**config.mk**
```make
export PLATFORM = sky130hd
export DESIGN_NAME = regs_write_arbiter
export DESIGN_NICKNAME = d
export VERILOG_FILES = /design/src/rtl/regs_write_arbiter.sv
export SDC_FILE = /design/constraint.sdc
export NUM_CORES = 1
export LEC_CHECK = 0
export CORE_ASPECT_RATIO = 1.1
export CORE_UTILIZATION = 40
export DETAILED_ROUTE_END_ITERATION = 6
export GPL_ROUTABILITY_DRIVEN = 0
export PLACE_DENSITY = 0.66
export SLEW_MARGIN = 25
export SYNTH_ARGS = -nofsm -noshare
export SYNTH_HDL_FRONTEND = slang
export SYNTH_SLANG_ARGS = --single-unit
```
**constraint.sdc**
```tcl
create_clock -name clk -period 2.5 [get_ports clk]
set_input_delay 0.625 -clock clk [delete_from_list [all_inputs] [get_ports clk]]
set_output_delay 0.625 -clock clk [all_outputs]
set_load 0.005 [all_outputs]
```
**src/rtl/regs_write_arbiter.sv**
```systemverilog
// Write-port arbiter for the picoMIPS register file: ALU writeback (A) has priority,
// and the I/O/debug path (B) is queued in a small FIFO with starvation protection.
module regs_write_arbiter #(
    parameter int n          = 8,
    parameter int DEPTH      = 2,
    parameter int STARVE_MAX = 3
) (
    input  logic         clk,
    input  logic         n_reset,
    input  logic         a_valid,
    output logic         a_ready,
    input  logic [2:0]   a_rd,
    input  logic [n-1:0] a_data,
    input  logic         b_valid,
    output logic         b_ready,
    input  logic [2:0]   b_rd,
    input  logic [n-1:0] b_data,
    output logic         w,
    output logic [2:0]   wr_rd,
    output logic [n-1:0] wr_data,
    output logic [7:0]   pending
);

    localparam int AW = $clog2(DEPTH);
    localparam int CW = $clog2(DEPTH) + 1;
    localparam int SW = $clog2(STARVE_MAX + 1);

    logic         f_live [DEPTH];
    logic [2:0]   f_rd   [DEPTH];
    logic [n-1:0] f_data [DEPTH];
    logic [AW-1:0] head, tail;
    logic [CW-1:0] count;
    logic [SW-1:0] starve;

    logic empty, head_live, head_dead, force_b;
    logic issue_a, issue_b, pop, enq;

    always_comb begin
        empty     = (count == '0);
        head_live = !empty && f_live[head];
        head_dead = !empty && !f_live[head];
        force_b   = head_live && (starve == SW'(STARVE_MAX));
        issue_b   = head_live && (force_b || !a_valid);
        pop       = head_dead || issue_b;
        issue_a   = !issue_b && a_valid && !force_b;
        enq       = b_valid && b_ready;
    end

    assign a_ready = !force_b;
    assign b_ready = (count < CW'(DEPTH));

    // Popped entries have live cleared, so pending can scan every slot.
    always_comb begin
        pending = '0;
        for (int unsigned i = 0; i < DEPTH; i++) begin
            if (f_live[AW'(i)]) pending[f_rd[AW'(i)]] = 1'b1;
        end
        pending[0] = 1'b0;
    end

    always_ff @(posedge clk or negedge n_reset) begin
        if (!n_reset) begin
            for (int unsigned i = 0; i < DEPTH; i++) begin
                f_live[AW'(i)] <= 1'b0;
                f_rd[AW'(i)]   <= '0;
                f_data[AW'(i)] <= '0;
            end
            head    <= '0;
            tail    <= '0;
            count   <= '0;
            starve  <= '0;
            w       <= 1'b0;
            wr_rd   <= '0;
            wr_data <= '0;
        end else begin
            // Kill, then pop, then enqueue: a same-cycle B entry is newer than A.
            if (issue_a && a_rd != 3'd0) begin
                for (int unsigned i = 0; i < DEPTH; i++) begin
                    if (f_rd[AW'(i)] == a_rd) f_live[AW'(i)] <= 1'b0;
                end
            end
            if (pop) begin
                f_live[head] <= 1'b0;
                head         <= head + 1'b1;
            end
            if (enq) begin
                f_live[tail] <= 1'b1;
                f_rd[tail]   <= b_rd;
                f_data[tail] <= b_data;
                tail         <= tail + 1'b1;
            end
            if (enq && !pop)
                count <= count + 1'b1;
            else if (!enq && pop)
                count <= count - 1'b1;

            if (empty || pop)
                starve <= '0;
            else if (head_live && starve != SW'(STARVE_MAX))
                starve <= starve + 1'b1;

            w <= 1'b0;
            if (issue_b && f_rd[head] != 3'd0) begin
                w       <= 1'b1;
                wr_rd   <= f_rd[head];
                wr_data <= f_data[head];
            end else if (issue_a && a_rd != 3'd0) begin
                w       <= 1'b1;
                wr_rd   <= a_rd;
                wr_data <= a_data;
            end
        end
    end

endmodule
```
# Yosys cells after proc, flatten, opt, wreduce, memory -nomap -nowiden
# Cells that the tools add are included.
# word_totals
reg_bits,42
input_bits,26
output_inout_bits,22
wordCells,109
# op_classes
n_reduce_logical,32
bitwise,6
mux,40
eq_ne,4
n_lt_le_gt_ge,9
addsub,5
# op_table
operator,n
$mux W8,8
$mux W3,6
$bwmux W16,1
$logic_and A1 B1 Y1,16
$mux W2,7
$mux W1,11
$demux W8 S1,1
$lt A3 B4 Y1 const B,2
$or A8 B8 Y8,1
$logic_not A1 Y1,7
$bwmux W6,1
$demux W1 S3,2
$eq A3 B3 Y1,2
$ge A3 B1 Y1 const B,2
$reduce_bool A2 Y1,3
$reduce_bool A3 Y1,2
$add A2 B1 Y2 const B,2
$ge A2 B2 Y1 const B,2
$lt A2 B1 Y1 const B,2
$not A1 Y2,2
$demux W3 S1,1
$logic_or A1 B1 Y1,3
$add A1 B1 Y1 const B,2
$and A2 B2 Y2,1
8 further kinds,9

# Depth between registers and ports, before layout
# logic_depth
ltp_word,17
mapped_depth,7
depth_no_buf,7

# Least setup slack after synthesis
# No wires, ideal clock.
# synth_timing
kind,in2reg
from,input port b_valid
to,register f_data[10] (netlist bit)
setup_ns,0.125
arrival_time_ns,1.617
required_time_ns,2.375
cell_stages,4
slack_ns,0.759
path_buffers,1
path_cell_list,nor2b_1 -> nor2b_1 -> buf_4 -> mux2_2
# synth_via
elab_chain_cells,1
# synth_lines
element,line,rtl
start: declaration,14,"input logic b_valid,"
$logic_and A1 B1 Y1,46,enq = b_valid && b_ready;
end signal: indexed assignment,89,f_data[tail] <= b_data;
end: declaration,30,logic [n-1:0] f_data [DEPTH];
# Every way passes these cells.
# A chain may end at the register's enable or synchronous reset.

# Worst setup path after layout
# layout_timing
from,register f_rd[4] (netlist bit)
to,output port pending[5]
# layout_via
elab_chain_cells,7
elab_cells_between_ends,8
cone_classes,order compare (2); mux (4); bitwise (1); reduce/logical (1)
# layout_lines
element,line,rtl
start: declaration,29,logic [2:0] f_rd [DEPTH];
start signal: indexed assignment,88,f_rd[tail] <= b_rd;
$lt A3 B4 Y1 (implied by the code) / $ge A3 B1 Y1 (equally long branches),56,if (f_live[AW'(i)]) pending[f_rd[AW'(i)]] = 1'b1;
$logic_and A1 B1 Y1 (implied by the code),56,
$mux W1 (implied by the code),56,
$demux W1 S3 (*),56,
$mux W8 (*),56,
$or A8 B8 Y8 (no line),n/a,
$mux W8 (*),56,
end: declaration,21,output logic [7:0] pending
# Every way passes the cells marked *; elsewhere a longest branch is shown, timed or not.

==> results.sh <==
export IMPL_status="completed"
export IMPL_cts_hold_buffers_added=0
export IMPL_cap_violations=0
export IMPL_clk_transition_reported_paths_ns=0.08
export IMPL_synth_common_cells="dfrtp_1, mux2i_1, mux2_2"
export IMPL_first_iter_violations=69
export IMPL_grt_total_usage_pct=17.9
export IMPL_routedWlPerCell_um=15.9
export IMPL_met3_usage_pct=4.94
export IMPL_p_leak_nw=1.27
export IMPL_synth_area_per_cell_um2=12.6
export IMPL_post_route_util_pct=55.2
export IMPL_final_max_slew_viol_count=0
export IMPL_cts_root_buf="clkbuf_8"
export IMPL_synth_top_flop_cell="dfrtp_1"
export IMPL_synthesis_instances=166
export IMPL_boundaryPins=48
export IMPL_die_width_um=70.9
export IMPL_nNetsFinal=250
export IMPL_synth_top_cells_by_area="dfrtp_1, mux2i_1, mux2_2"
export IMPL_fmax_mhz=431
export IMPL_synth_nets=194
export IMPL_seqCellArea_um2=1050
export IMPL_slowest_stage="clkdlybuf4s50_1"
export IMPL_setup_viol=0
export IMPL_overflow=0
export IMPL_powerDensity_nw_per_um2=1160
export IMPL_numCtsBuffers=5
export IMPL_end_kind="output pin"
export IMPL_synth_most_common_cell="dfrtp_1"
export IMPL_io_buffers=46
export IMPL_finalHoldViolCount=0
export IMPL_holdCritPathClass="in2async"
export IMPL_clock_path_buffers=2
export IMPL_yosysTopAreaCell="dfrtp_1"
export IMPL_crit_path_cell_trace="nand2b_1 > o22ai_1 > clkdlybuf4s50_1"
export IMPL_antenna_found_initial=0
export IMPL_ant_nets=0
export IMPL_cp_max_fo=7
export IMPL_met1_usage_pct=21.1
export IMPL_crit_type="reg2out"
export IMPL_routed_wl_mm=4.48
export IMPL_seq_area_frac_synth_pct=50.3
export IMPL_dr_pass1_iters=6
export IMPL_chipHeight_um=77.8
export IMPL_cp_top_family="buffers and inverters"
export IMPL_layout_drive_gt1_share_pct=19.3
export IMPL_synth_top_area_share_pct=50.3
export IMPL_grt_pass1_wl_mm=7.60
export IMPL_fillerInstances=432
export IMPL_cts_sinks=42
export IMPL_grt_max_degree=29
export IMPL_period_share_pct=92.7
export IMPL_grt_pass1_vias=1612
export IMPL_initial_core_util_pct=41.8
export IMPL_diodes=0
export IMPL_cts_setup_buffers=0
export IMPL_synth_edf_count=0
export IMPL_areaGrowthSynthToFinish_pct=32.1
export IMPL_synth_cell_types=29
export IMPL_cts_resized=0
export IMPL_ir_worst_vdd_v=0.000498
export IMPL_drc_errors=0
export IMPL_fp_row_count=27
export IMPL_vias=1509
export IMPL_multi_input_area_um2=962
export IMPL_die_area_um2=5510
export IMPL_max_stage_delay_ns=0.53
export IMPL_path_buf_inv=1
export IMPL_tritoncts="built"
export IMPL_yosys_register_bits=42
export IMPL_tightestPinTransition_ns=0.623
export IMPL_grt_busiest_layer="met2"
export IMPL_cp_arrival_ns=1.69
export IMPL_hpwl_mm=3.37
export IMPL_synth_area_um2=2090
export IMPL_finalSetupTns_ns=0
export IMPL_synthArstFlopShare_pct=100
export IMPL_maxSlewHeadroom_pct=58.4
export IMPL_critPathLaunchType="flop"
export IMPL_core_um2=5000
export IMPL_yosys_warnings=0
export IMPL_viasPerCell=5.37
export IMPL_min_period_ns=2.32
export IMPL_gr_usage_met2_pct=31.1
export IMPL_fin_worst_skew_ns=0.00905
export IMPL_cp_required_ns=1.88
export IMPL_rsz0062_at_grt="false"
export IMPL_htree_num_levels=2
export IMPL_clk_latency_ns=0.29
## cell usage in the layout (no fill, tap or decap), drive strengths merged, types with 4 or more instances in the layout
cell type	synthesis	routed
buf	8	12
dfrtp	42	42
nand2	7	7
o22ai	6	6
nand2b	7	7
xor2	8	8
clkbuf	0	6
mux2	23	23
o21ai	4	4
clkdlybuf4s50	0	45
mux2i	30	30
## metal layers
layer  part of all wire [%]  wire length [µm]
met1                     43              1930
met2                     50              2240
met3                    5.2               232
met4                    1.7                76
met5                      0                 0
## power by group
group          internal, mW  switching (mW)
clock network         0.298           0.221
logic                 0.833           0.565
registers              1.01           0.283
## kinds of logic after synthesis
kind of cell / after synthesis / synth area share, %
buffers and inverters: 11 / 3.59
and+or+nand+nor: 26 / 6.41
adders and majority gates: 2 / 1.20
AOI/OAI and AO/OA: 20 / 6.71
other: 1 / 0.180
DFF: 42 / 50.3
xor gates and xnor gates: 11 / 4.61
muxes: 53 / 27.0
## per-stage QoR
stage / total power [mW] / setup WS [ns] / hold slack [ns] / std cells / cell area [µm²]
CTS: 3.25 / 0.171 / 0.353 / 281 / 2760
global route: 3.45 / 0.0505 / 0.385 / 281 / 2760
finish: 3.21 / 0.181 / 0.340 / 281 / 2760
global placement: 2.65 / 0.235 / 0.433 / 273 / 2650
detailed placement: 2.71 / 0.196 / 0.437 / 273 / 2650
floorplan: 2.13 / 0.759 / 0.329 / 166 / 2090
## area by class of cell
class | count | area share, %
multi-input cells | 113 | 34.9
clock buffers | 6 | 2.63
repair buffers | 57 | 20.0
clock inverters | 2 | 1.36
inverters | 3 | 0.408
flip-flops and latches | 42 | 38.1
well taps | 58 | 2.63
## worst paths after layout
check / from / to / slack, ns / depth (start not counted)
max: f_rd[4]$_DFFE_PN0P_ / pending[5] / 0.18 / 3
max in group asynchronous: n_reset / wr_data[7]$_DFFE_PN0P_ / 1.56 / 2
max reg2reg: head$_DFFE_PN0P_ / count[1]$_DFFE_PN0P_ / 0.72 / 7
min reg2reg: starve[0]$_DFFE_PN0P_ / starve[0]$_DFFE_PN0P_ / 0.45 / 1
min in group clk: starve[0]$_DFFE_PN0P_ / starve[0]$_DFFE_PN0P_ / 0.45 / 1
min: n_reset / count[0]$_DFFE_PN0P_ / 0.34 / 1
## sequential cells by signal, summed over array words and instances (netlist names)
register and cells:
f_data 16, wr_data 8, f_rd 6, wr_rd 3
count 2, f_live 2, starve 2, head 1
tail 1, w 1
(Power assumes the default switching activity.)
